===== config.mk =====
export PLATFORM = sky130hd
export DESIGN_NAME = pipe_reg_chain
export DESIGN_NICKNAME = d
export VERILOG_FILES = /design/src/rtl/pipe_reg_chain_pkg.sv /design/src/rtl/pipe_reg_stage.sv /design/src/rtl/pipe_reg_chain.sv
export SDC_FILE = /design/constraint.sdc
export NUM_CORES = 1
export LEC_CHECK = 0
export CAP_MARGIN = 20
export CORE_AREA = 2 2 39 41
export CTS_BUF_LIST = sky130_fd_sc_hd__clkbuf_16
export DETAILED_ROUTE_END_ITERATION = 10
export DIE_AREA = 0 0 41 43
export PLACE_DENSITY = 0.74
export SLEW_MARGIN = 30
export SYNTH_ARGS = -nofsm -noshare
export SYNTH_HDL_FRONTEND = slang
export SYNTH_SLANG_ARGS = --single-unit

===== constraint.sdc =====
create_clock -name clk -period 6.47 [get_ports clk]
set_clock_uncertainty 0.1 [all_clocks]
set_input_delay 1.941 -clock clk [delete_from_list [all_inputs] [get_ports clk]]
set_output_delay 1.941 -clock clk [all_outputs]
set_load 0.02 [all_outputs]

===== src/rtl/pipe_reg_chain_pkg.sv =====
// Shared defaults and sizing helpers for the valid/ready register chain.
package pipe_reg_chain_pkg;

  localparam int DEF_WIDTH     = 3;
  localparam int DEF_STAGES    = 2;
  localparam int DEF_RESET_VAL = 0;

  // Bits needed to count 0..stages occupied slots.
  function automatic int count_width(input int stages);
    return $clog2(stages + 1);
  endfunction

endpackage


===== src/rtl/pipe_reg_stage.sv =====
// One data+valid slot of the chain; ready passes through when the slot is empty
// or its content is leaving this cycle.
import pipe_reg_chain_pkg::*;

module pipe_reg_stage #(
  parameter int               WIDTH     = DEF_WIDTH,
  parameter logic [WIDTH-1:0] RESET_VAL = WIDTH'(DEF_RESET_VAL)
) (
  input  logic             clk,
  input  logic             rst_n,
  input  logic             i_flush,
  input  logic             i_up_valid,
  input  logic [WIDTH-1:0] i_up_data,
  input  logic             i_dn_ready,
  output logic             o_valid,
  output logic [WIDTH-1:0] o_data,
  output logic             o_ready
);

  logic             r_valid;
  logic [WIDTH-1:0] r_data;
  logic             w_load;

  assign o_ready = !r_valid || i_dn_ready;
  // Data is frozen during flush so only the valid bits are affected.
  assign w_load  = i_up_valid && o_ready && !i_flush;
  assign o_valid = r_valid;
  assign o_data  = r_data;

  // Slot occupancy: refilled or emptied whenever the slot can move.
  always_ff @(posedge clk or negedge rst_n) begin
    if (!rst_n) begin
      r_valid <= 1'b0;
    end else if (i_flush) begin
      r_valid <= 1'b0;
    end else if (o_ready) begin
      r_valid <= i_up_valid;
    end
  end

  // Slot payload, captured only on an actual transfer.
  always_ff @(posedge clk or negedge rst_n) begin
    if (!rst_n) begin
      r_data <= RESET_VAL;
    end else if (w_load) begin
      r_data <= i_up_data;
    end
  end

endmodule


===== src/rtl/pipe_reg_chain.sv =====
// Elastic pipeline of STAGES registered slots with bubble collapse,
// synchronous flush and an occupancy counter.
import pipe_reg_chain_pkg::*;

module pipe_reg_chain #(
  parameter int               WIDTH     = DEF_WIDTH,
  parameter int               STAGES    = DEF_STAGES,
  parameter logic [WIDTH-1:0] RESET_VAL = WIDTH'(DEF_RESET_VAL)
) (
  input  logic                                clk,
  input  logic                                rst_n,
  input  logic                                in_valid,
  output logic                                in_ready,
  input  logic [WIDTH-1:0]                    in_data,
  output logic                                out_valid,
  input  logic                                out_ready,
  output logic [WIDTH-1:0]                    out_data,
  input  logic                                flush,
  output logic [count_width(STAGES)-1:0]      count
);

  localparam int CW = count_width(STAGES);

  if (STAGES < 1 || WIDTH < 1) begin : g_bad_param
    $error("pipe_reg_chain: STAGES and WIDTH must both be at least 1");
  end

  logic             w_valid   [STAGES];
  logic [WIDTH-1:0] w_data    [STAGES];
  logic             w_ready   [STAGES+1];
  logic             w_up_valid[STAGES];
  logic [WIDTH-1:0] w_up_data [STAGES];
  logic             w_in_acc;
  logic             w_out_acc;
  logic [CW-1:0]    r_count;

  assign w_ready[STAGES] = out_ready;

  for (genvar k = 0; k < STAGES; k++) begin : g_stage
    if (k == 0) begin : g_head
      assign w_up_valid[k] = in_valid;
      assign w_up_data[k]  = in_data;
    end else begin : g_body
      assign w_up_valid[k] = w_valid[k-1];
      assign w_up_data[k]  = w_data[k-1];
    end

    pipe_reg_stage #(
      .WIDTH     (WIDTH),
      .RESET_VAL (RESET_VAL)
    ) u_stage (
      .clk        (clk),
      .rst_n      (rst_n),
      .i_flush    (flush),
      .i_up_valid (w_up_valid[k]),
      .i_up_data  (w_up_data[k]),
      .i_dn_ready (w_ready[k+1]),
      .o_valid    (w_valid[k]),
      .o_data     (w_data[k]),
      .o_ready    (w_ready[k])
    );
  end

  assign in_ready  = w_ready[0] && !flush;
  assign out_valid = w_valid[STAGES-1];
  assign out_data  = w_data[STAGES-1];
  assign w_in_acc  = in_valid && in_ready;
  assign w_out_acc = out_valid && out_ready;
  assign count     = r_count;

  // Occupancy tracks the valid bits: +1 per accepted beat, -1 per delivered beat.
  always_ff @(posedge clk or negedge rst_n) begin
    if (!rst_n) begin
      r_count <= {CW{1'b0}};
    end else if (flush) begin
      r_count <= {CW{1'b0}};
    end else begin
      r_count <= r_count + CW'(w_in_acc) - CW'(w_out_acc);
    end
  end

endmodule


# == After elaboration in Yosys (flattened, before gate mapping) ==
# Index checks and enable logic that the tools add are counted.
# word_totals
register_bits,10
inputBits,8
output_inout_bits,7
word_cells,26
# classes
addsub,2
n_reduce_logical,14
muxes,5
# ops
cell,count
logical AND 1 bit,7
2-to-1 mux 1 bit,4
nonzero test 2 bit,2
zero test 1 bit,3
adder 2 x 1 -> 2 bit,1
logical OR 1 bit,2
2-to-1 mux 2 bit,1
subtractor 2 x 1 -> 2 bit,1

# == Depth between registers and ports, before layout ==
# logic_depth
depth_word,8
mapped_depth,9
ltp_nobuf,8

# == Cells and area by module ==
# From an unflattened synthesis, not the netlist that was laid out.
# hier_totals
cells_unflattened,35
area_unflattened_um2,483.0
# modules_own_cells
mod,cells_each,seq_area_each_um2,instances,area_per_inst_um2
pipe_reg_stage,12,100.1,2,177.7
pipe_reg_chain,11,50.0,1,127.6

# == Worst setup path before layout ==
# Ideal clock, no wire load.
# synth_path
path_type,input port to output port
startpoint,in out_ready
endpoint,out in_ready
arrival_ns,2.402
setup_slack_ns,2.027
path_stages,2
required_time_ns,4.429
n_path_buf,0
cell_sequence,and3b_1 nor2_1
# synth_via
elab_chain_cells,3
# synth_lines
item,line_no,text
"start, declared",pipe_reg_chain.sv:16,"input logic out_ready,"
logical OR 1 bit (2 in a row),pipe_reg_stage.sv:24,assign o_ready = !r_valid || i_dn_ready;
logical AND 1 bit,pipe_reg_chain.sv:64,assign in_ready = w_ready[0] && !flush;
"end, declared",pipe_reg_chain.sv:13,"output logic in_ready,"
# Every way passes these cells.

# == Worst setup path in the final report ==
# Ends and elaborated chain as after synthesis.

==> out/results.ini <==
[outcome]
status=finished clean

[setup_path]
cpPeakStageDelay_ns=0.61
cp.required_ns=4.43
critical_path_buf_inv_count=2
cp-start-kind=input pin
cp_top_family=buffers and inverters
critPathKind=in -> out
worst-path-max-fanout=3
cp_common_cell=clkdlybuf4s50_1
cp.arrival_ns=3.33
worst_path_max_delay_cell=clkdlybuf4s50_1
crit_path_cell_trace=clkdlybuf4s50_1, and3b_1, nor2_1, clkdlybuf4s50_1
end_kind=output port

[clock_tree]
clk_latency_ns=0.23
root_buffer=clkbuf_16
post_cts_buffers=0
clock_sinks=10
cts.path.max_buffers=2
ctsHoldBuffers=0
cts_tree=built
clk_pin_slew_ns=0.04
post_cts_resized=0
htreeDepth=1
numCtsBuffers=3

[power_and_ir_drop]
comb_power_share_pct=20.7
p_leak_nw=0.323
p_switching_mw=0.0520
p_per_area_mw_per_mm2=342
seqPwrFrac_pct=33.8
max-vdd-ir-drop_mv=0.157
internal_power_mw=0.182
clkPwrFrac_pct=45.5
switching_share_pct=22.2

[yosys]
yosys.area.top_type=dfrtp_1
synth_most_common_cell=dfrtp_1
synth_warnings=0
ys.flop_type=dfrtp_1
synth_async_sr_flop_share_pct=100
synth_common_cells=10 x dfrtp_1, 6 x nor2_1, 3 x mux2_2, 3 x mux2_4, 2 x ha_1
synth-seq-cells=10
ys_seq_area_share_pct=54.8
syn_area_um2=457
synthCells=34
synth.distinct_cells=15
synth-edff-count=0
syn_nets=44
synth_top_area_share_pct=54.8
avgSynthCellArea_um2=13.4
synthTopCellsByArea=dfrtp_1 55%, mux2_4 9.9%, mux2_2 7.4%

[finish]
final_cells=67
antenna_cells=0
syn2layout_area_growth_pct=49.9
nets=62
drive_gt1_share_pct=21.6
nFillCells=129

[route]
via_count=304
drt_iter0_markers=2
antenna_left=0
wl_per_cell_um=12.1
drtPass1Iterations=2
wl_um=812
remaining_drc_errors=0
vias_per_cell=4.54

[timing]
fin_crit_ns=5.37
relSlewSlack_pct=63.3
setup_viol=0
finalHoldViolations=0
fmax_mhz=186
finalSetupTns_ns=0
drv_slew=0
rsz0062_at_grt=false
min_period_over_period_pct=83.0
layout_setup_ws_ns=1.10
worstMarginPinSlew_ns=0.550

[die]
die_y_um=43
core_area_mm2=0.00138
io_pins=15
rows=14
die_x_um=41
initial_core_util_pct=33.0
die-area_mm2=0.00176

[place]
dp_slack_ns=1.11
port_buffers=14
dp_cells=63
place_hpwl_um=587
gp_congestion=0.651

[grt]
grt_pass1_wl_um=1380
grt_pass1_vias=316
antenna_found_initial=0
grt_max_degree=11
grt_overflow_total=0
track_usage_pct=12.6

[hold_path]
hold_class=reg -> reg

[run]
cap_violations=0

## placed cells by master, fill, tap and decap left out
| cell | synthesis | routed |
|---|---|---|
| and2_2 | 1 | 1 |
| and2b_2 | 1 | 1 |
| and3b_1 | 1 | 1 |
| clkbuf_16 | 0 | 3 |
| clkdlybuf4s50_1 | 0 | 14 |
| clkinv_1 | 0 | 1 |
| dfrtp_1 | 10 | 10 |
| ha_1 | 2 | 2 |
| inv_1 | 1 | 1 |
| mux2_2 | 3 | 3 |
| mux2_4 | 3 | 3 |
| nor2_1 | 6 | 6 |
| nor2b_1 | 1 | 1 |
| nor3b_1 | 1 | 1 |
| or3b_1 | 1 | 1 |
| xnor2_1 | 1 | 1 |
| xor2_1 | 1 | 1 |
## sequential cells by signal, indices dropped and copies added, names as in the netlist
| name | cells |
|---|---|
| g_stage.u_stage.o_data | 6 |
| count | 2 |
| g_stage.u_stage.o_valid | 2 |
## power groups by stage
stage	Sequential [mW]	Clock, mW	Combinational (mW)
finish	0.0792	0.107	0.0485
global placement	0.0793	0	0.0479
CTS	0.0795	0.108	0.0493
global route	0.0812	0.113	0.0522
detailed placement	0.0798	0	0.0487
floorplan	0.0884	0	0.0165
## final timing paths
check | slack (ns) | cells after the start | from | end
min in group asynchronous | 1.92 | 1 | rst_n | g_stage[0].u_stage.o_data[1]$_DFFE_PN0P_
setup / recovery | 1.10 | 4 | out_ready | in_ready
hold / removal | 0.40 | 1 | g_stage[0].u_stage.o_data[0]$_DFFE_PN0P_ | g_stage[0].u_stage.o_data[0]$_DFFE_PN0P_
setup reg to reg | 4.31 | 8 | g_stage[1].u_stage.o_valid$_DFFE_PN0P_ | count[1]$_DFF_PN0_
hold reg to reg | 0.40 | 1 | g_stage[0].u_stage.o_data[0]$_DFFE_PN0P_ | g_stage[0].u_stage.o_data[0]$_DFFE_PN0P_
max in group asynchronous | 4.03 | 1 | rst_n | count[1]$_DFF_PN0_
## per-stage QoR
step	hold slack, ns	cell area, um2	power, mW	utilization [%]
CTS	0.404	684	0.237	49.5
finish	0.401	684	0.234	49.5
global placement	0.389	606	0.127	43.8
detailed placement	0.391	606	0.128	43.8
floorplan	0.371	457	0.105	-
global route	0.432	684	0.247	49.5
## final cells by class
cell class,count,area (um2),area share (%)
multi-input combinational,22,191,28.0
clock buffer,3,75.1,11.0
clock inverter,1,3.75,0.548
sequential,10,250,36.6
tap,16,20.0,2.93
inverter,1,3.75,0.548
timing repair buffer,14,140,20.5
## worst reg2reg max path, cell delays in order, from the launching register on
cell,delay (ns)
dfrtp_1,0.40
and3b_1,0.20
or3b_1,0.47
ha_1,0.32
inv_1,0.04
ha_1,0.17
xor2_1,0.16
xnor2_1,0.14
nor2_1,0.05
## metal layers
layer  wire, um  GRT usage (%)  share of wire (%)  vias up
met3         42           5.24                5.2        0
met4          0           10.0                  0        0
li1           -              -                  -      147
met1        340           14.4                 42      148
met2        429           17.5                 53        9
met5          0              0                  0        -
## logic make-up after synthesis
family / share of synthesized area, %
flip-flops: 54.8
buffers and inverters: 3.29
XOR/XNOR: 3.84
AND/OR/NAND/NOR: 15.3
adder cells (fa/ha/maj): 5.48
multiplexers: 17.3
No activity file was read; power rests on OpenSTA's default activity.
